[src/rtl/rast_tri_feeder.sv]
// Triangle feeder for the rasterizer input: a DEPTH-entry FIFO followed by a single output slot that holds while rast halts.
// Optional back-face/degenerate culling on the FIFO head is enabled by defining RAST_FEEDER_CULL_EN.
module rast_tri_feeder #(
    parameter int SIGFIG = 24,
    parameter int RADIX  = 10,
    parameter int VERTS  = 3,
    parameter int AXIS   = 3,
    parameter int COLORS = 3,
    parameter int DEPTH  = 4
) (
    input  logic                                          clk,
    input  logic                                          rst,
    input  logic signed [VERTS-1:0][AXIS-1:0][SIGFIG-1:0] in_tri_S,
    input  logic        [COLORS-1:0][SIGFIG-1:0]          in_color_U,
    input  logic                                          in_valid,
    output logic                                          in_ready,
    input  logic                                          halt_RnnnnL,
    output logic signed [VERTS-1:0][AXIS-1:0][SIGFIG-1:0] tri_R10S,
    output logic        [COLORS-1:0][SIGFIG-1:0]          color_R10U,
    output logic                                          validTri_R10H,
    output logic [31:0]                                   count_sent,
    output logic [31:0]                                   count_cull,
    output logic                                          idle
);

    localparam int PW = (DEPTH > 1) ? $clog2(DEPTH) : 1;
    localparam int CW = PW + 1;

    // Elaboration-time guards on the configuration.
    if ((DEPTH < 2) || ((DEPTH & (DEPTH - 1)) != 0)) begin : g_bad_depth
        $error("rast_tri_feeder: DEPTH must be a power of two >= 2");
    end
    if ((RADIX < 0) || (RADIX > SIGFIG)) begin : g_bad_radix
        $error("rast_tri_feeder: RADIX must lie within 0..SIGFIG");
    end
    if ((VERTS < 3) || (AXIS < 2)) begin : g_bad_shape
        $error("rast_tri_feeder: need at least 3 vertices with x and y");
    end

    logic [VERTS-1:0][AXIS-1:0][SIGFIG-1:0] tri_mem   [DEPTH];
    logic [COLORS-1:0][SIGFIG-1:0]          color_mem [DEPTH];

    logic [PW-1:0] wr_ptr_q, wr_ptr_d;
    logic [PW-1:0] rd_ptr_q, rd_ptr_d;
    logic [CW-1:0] count_q, count_d;
    logic          valid_q, valid_d;
    logic [VERTS-1:0][AXIS-1:0][SIGFIG-1:0] slot_tri_q, slot_tri_d;
    logic [COLORS-1:0][SIGFIG-1:0]          slot_col_q, slot_col_d;
    logic [31:0]   sent_q, sent_d;

    logic push, pop, handoff, cull_head;

    // Ready looks only at registered occupancy, so a full FIFO never passes through.
    assign in_ready = rst && (count_q < CW'(DEPTH));
    assign push     = in_valid && in_ready;
    assign handoff  = valid_q && halt_RnnnnL;
    assign pop      = (!valid_q || handoff) && (count_q != '0);

`ifdef RAST_FEEDER_CULL_EN
    logic [SIGFIG-1:0]   x0, y0, x1, y1, x2, y2;
    logic [SIGFIG:0]     dx1, dy1, dx2, dy2;
    logic [2*SIGFIG+1:0] prod_a, prod_b;
    logic [2*SIGFIG+2:0] area2;
    logic [31:0]         cull_q, cull_d;

    // Two's-complement arithmetic on explicitly sign-extended operands; widths grow so nothing truncates.
    always_comb begin
        x0     = tri_mem[rd_ptr_q][0][0];
        y0     = tri_mem[rd_ptr_q][0][1];
        x1     = tri_mem[rd_ptr_q][1][0];
        y1     = tri_mem[rd_ptr_q][1][1];
        x2     = tri_mem[rd_ptr_q][2][0];
        y2     = tri_mem[rd_ptr_q][2][1];
        dx1    = {x1[SIGFIG-1], x1} - {x0[SIGFIG-1], x0};
        dy1    = {y1[SIGFIG-1], y1} - {y0[SIGFIG-1], y0};
        dx2    = {x2[SIGFIG-1], x2} - {x0[SIGFIG-1], x0};
        dy2    = {y2[SIGFIG-1], y2} - {y0[SIGFIG-1], y0};
        prod_a = {{(SIGFIG+1){dx1[SIGFIG]}}, dx1} * {{(SIGFIG+1){dy2[SIGFIG]}}, dy2};
        prod_b = {{(SIGFIG+1){dx2[SIGFIG]}}, dx2} * {{(SIGFIG+1){dy1[SIGFIG]}}, dy1};
        area2  = {prod_a[2*SIGFIG+1], prod_a} - {prod_b[2*SIGFIG+1], prod_b};
        // Counter-clockwise is front-facing; zero area is degenerate.
        cull_head = area2[2*SIGFIG+2] || (area2 == '0);
        cull_d    = cull_q + ((pop && cull_head) ? 32'd1 : 32'd0);
    end

    always_ff @(posedge clk or negedge rst) begin
        if (!rst) begin
            cull_q <= '0;
        end else begin
            cull_q <= cull_d;
        end
    end

    assign count_cull = cull_q;
`else
    assign cull_head  = 1'b0;
    assign count_cull = '0;
`endif

    // NOTE: every always_comb output gets a default first so no path can infer a latch.
    always_comb begin
        wr_ptr_d   = wr_ptr_q;
        rd_ptr_d   = rd_ptr_q;
        valid_d    = valid_q;
        slot_tri_d = slot_tri_q;
        slot_col_d = slot_col_q;
        sent_d     = sent_q + (handoff ? 32'd1 : 32'd0);
        count_d    = count_q + CW'(push) - CW'(pop);

        if (push) begin
            wr_ptr_d = wr_ptr_q + 1'b1;
        end

        if (pop) begin
            rd_ptr_d = rd_ptr_q + 1'b1;
            valid_d  = !cull_head;
            if (!cull_head) begin
                slot_tri_d = tri_mem[rd_ptr_q];
                slot_col_d = color_mem[rd_ptr_q];
            end
        end else if (handoff) begin
            valid_d = 1'b0;
        end
    end

    // NOTE: sequential state uses non-blocking assignments so every register samples pre-edge values.
    always_ff @(posedge clk or negedge rst) begin
        if (!rst) begin
            wr_ptr_q   <= '0;
            rd_ptr_q   <= '0;
            count_q    <= '0;
            valid_q    <= 1'b0;
            slot_tri_q <= '0;
            slot_col_q <= '0;
            sent_q     <= '0;
        end else begin
            wr_ptr_q   <= wr_ptr_d;
            rd_ptr_q   <= rd_ptr_d;
            count_q    <= count_d;
            valid_q    <= valid_d;
            slot_tri_q <= slot_tri_d;
            slot_col_q <= slot_col_d;
            sent_q     <= sent_d;
        end
    end

    // NOTE: storage is not reset; an entry is only ever read after it has been written.
    always_ff @(posedge clk) begin
        if (push) begin
            tri_mem[wr_ptr_q]   <= in_tri_S;
            color_mem[wr_ptr_q] <= in_color_U;
        end
    end

    assign tri_R10S      = slot_tri_q;
    assign color_R10U    = slot_col_q;
    assign validTri_R10H = valid_q;
    assign count_sent    = sent_q;
    assign idle          = (count_q == '0) && !valid_q;

endmodule

[config.mk]
export PLATFORM = sky130hd
export DESIGN_NAME = rast_tri_feeder
export DESIGN_NICKNAME = d
export VERILOG_FILES = /design/src/rtl/rast_tri_feeder.sv
export SDC_FILE = /design/constraint.sdc
export NUM_CORES = 1
export LEC_CHECK = 0
export ABC_CLOCK_PERIOD_IN_PS = 22100
export BUFFER_PORTS_ARGS = -buffer_cell sky130_fd_sc_hd__buf_2
export CAP_MARGIN = 10
export CORE_MARGIN = 8
export CORE_UTILIZATION = 62
export CTS_CLUSTER_DIAMETER = 80
export DETAILED_ROUTE_END_ITERATION = 10
export GPL_ROUTABILITY_DRIVEN = 0
export PLACE_DENSITY_LB_ADDON = 0.12
export SLEW_MARGIN = 20
export SYNTH_ARGS = -nofsm -noshare
export SYNTH_HDL_FRONTEND = slang
export SYNTH_SLANG_ARGS = --single-unit
export TNS_END_PERCENT = 30
[constraint.sdc]
create_clock -name clk -period 22.1 [get_ports clk]
set_input_delay 6.63 -clock clk [delete_from_list [all_inputs] [get_ports clk]]
set_output_delay 6.63 -clock clk [all_outputs]
set_load 0.1 [all_outputs]
==> results.py <==
metrics = {
    "run_status": {
        "outcome": "finished clean",
    },
    "critical_path": {
        "worstPathRequired_ps": 15470,
        "critPathArrivalTime_ps": 8090,
        "crit_path_start_kind": "input pin",
        "crit_type": "input pin to primary output",
        "cp-end-kind": "primary output",
        "crit_fanout": 69,
    },
    "finish": {
        "syn2layout_area_growth_pct": 16.7,
        "layout_common_cells": "1152 x edfxtp_1, 613 x buf_2, 326 x dfrtp_1",
        "layout_commonest_cell": "edfxtp_1",
        "fillers": 5016,
        "drive_above_1_share": 0.462,
        "multi_input_area_um2": 10700,
        "final_nets": 3298,
        "seqCellArea_um2": 42800,
    },
    "synthesis": {
        "ys_types": 29,
        "yosys.area.top_type": "edfxtp_1",
        "netlist.area_leader.share": 0.639,
        "avgSynthCellArea_um2": 23.5,
        "ys_seq_area_frac": 0.791,
        "ys_ff_latch": 1480,
        "yosys_warnings": 0,
        "syn_inst": 2301,
        "synthTopCellsByArea": "edfxtp_1 64%, dfrtp_1 15%, mux4_2 12%",
        "syn_area_um2": 54100,
    },
    "clock_tree": {
        "clockBufferDepth": 3,
        "clock_latency_ps": 740,
        "post_cts_resized": 0,
        "cts_tree": "yes",
        "numCtsBuffers": 145,
        "path_clk_slew_ps": 60,
        "cts_hold_repair.buffers": 0,
        "postCtsSetupBuffers": 0,
        "cts_htree_levels": 4,
        "clock-sinks": 1480,
        "cts_root_buffer": "clkbuf_16",
    },
    "sta": {
        "timing.fmax_ghz": 0.0679,
        "period_minus_slack_ps": 14720,
        "setup_viol": 0,
        "whs_ps": 495,
        "rsz0062_at_grt": "false",
        "tightest_slew_ps": 1360,
        "min_period_over_period": 0.666,
        "slew_violations": 0,
        "maxSlewHeadroom": 0.0929,
        "fin_skew_ps": 19.4,
        "finalSetupTns_ps": 0,
        "finalHoldViolations": 0,
    },
    "floorplanning": {
        "ios": 647,
        "core_um2": 86600,
        "start_util": 0.625,
        "die_w_um": 311,
        "die_h_um": 311,
        "rows": 108,
        "dieArea_um2": 97000,
    },
    "worst_hold_path": {
        "hp-class": "flip-flop to flip-flop",
    },
    "drt": {
        "first_iter_violations": 1793,
        "routed_via_density": 5.86,
        "drc": 0,
        "wl_um": 118000,
        "first_pass_iters": 5,
        "vias": 25300,
        "post_drt_wl_per_cell_um": 27.3,
        "antenna_left": 0,
    },
    "global_routing": {
        "grt_first_pass_wirelength_um": 176000,
        "grt.overflow.total": 0,
        "grt_pass1_vias": 27200,
        "grt_max_degree": 145,
        "antenna_found_initial": 71,
        "grt_usage": 0.243,
    },
    "place": {
        "port_buffers": 614,
        "dp_hpwl_um": 72300,
    },
    "job": {
        "cap_violations": 0,
    },
}
## critical path, cell delays in order
cell and delay, ps:
buf_8 440, nor2b_1 450, buf_2 510
## Yosys cell counts
library cell / number
fa_1: 1
nor4_1: 2
xnor2_1: 28
nand2_1: 7
inv_1: 9
ha_1: 8
mux2_2: 288
edfxtp_1: 1152
buf_6: 11
dfrtp_1: 328
conb_1: 1
buf_4: 32
and2_1: 2
nor4_4: 2
and3_1: 11
mux4_2: 288
and4_1: 1
xor2_1: 7
nor2b_1: 1
nand4_1: 11
clkbuf_1: 17
o21ai_0: 2
buf_1: 11
nor2_1: 6
nor3_1: 1
nand3b_1: 1
buf_2: 57
a21oi_1: 1
nand3_1: 15
## area by class of cell
type	count	area share
sequential	1480	0.678
multi-input combinational	715	0.169
clock buffer	217	0.0664
timing repair buffer	646	0.0536
tap	1155	0.0229
clock inverter	53	0.00767
antenna	45	0.00178
inverter	9	0.000535
## through the flow
stage          utilization  cell area [µm²]  std cells  setup slack [ps]
4_1_cts              0.728            63000       4275              7360
2_1_floorplan            -            54200       2332              6610
5_1_grt              0.728            63100       4300              7250
6_report             0.729            63100       4320              7380
3_5_place_dp         0.674            58300       4005              7360
3_3_place_gp         0.674            58300       4005              7410
## sequential cells by signal, summed over array words and instances (netlist names)
name and cells:
count_q 3, tri_R10S 216, rd_ptr_q 2, color_R10U 72, count_sent 32, color_mem 288
tri_mem 864, wr_ptr_q 2, validTri_R10H 1
## final timing paths
kind                                start                to  slack, ps  cells after the start
setup / recovery                      rst          in_ready       7380                      3
hold / removal             count_sent[31]    count_sent[31]        500                      1
setup reg to reg               count_q[2]  color_mem[1][28]      18090                      4
hold reg to reg            count_sent[31]    count_sent[31]        500                      1
max in group asynchronous             rst     tri_R10S[201]      14740                      2
min in group asynchronous             rst    color_R10U[17]       5880                      1
## cells by family after synthesis
family / synth area share
DFF: 0.791
muxes: 0.180
buffers and inverters: 0.0146
and+or+nand+nor: 0.00659
xor gates and xnor gates: 0.00566
adders and majority gates: 0.00222
AOI/OAI and AO/OA: 0.000277
other: 0.0000693
## per-layer routing
| metal | track usage | vias to the layer above | share of wire |
|---|---|---|---|
| met3 | 0.0795 | 244 | 0.080 |
| met2 | 0.393 | 849 | 0.50 |
| li1 | - | 10800 | - |
| met4 | 0.111 | 32 | 0.042 |
| met1 | 0.302 | 13400 | 0.37 |
| met5 | 0 | - | 0.0017 |
Power is left out: the tool's default activity adds up to more than one toggle a clock period on the data nets, which glitch-free logic cannot reach.
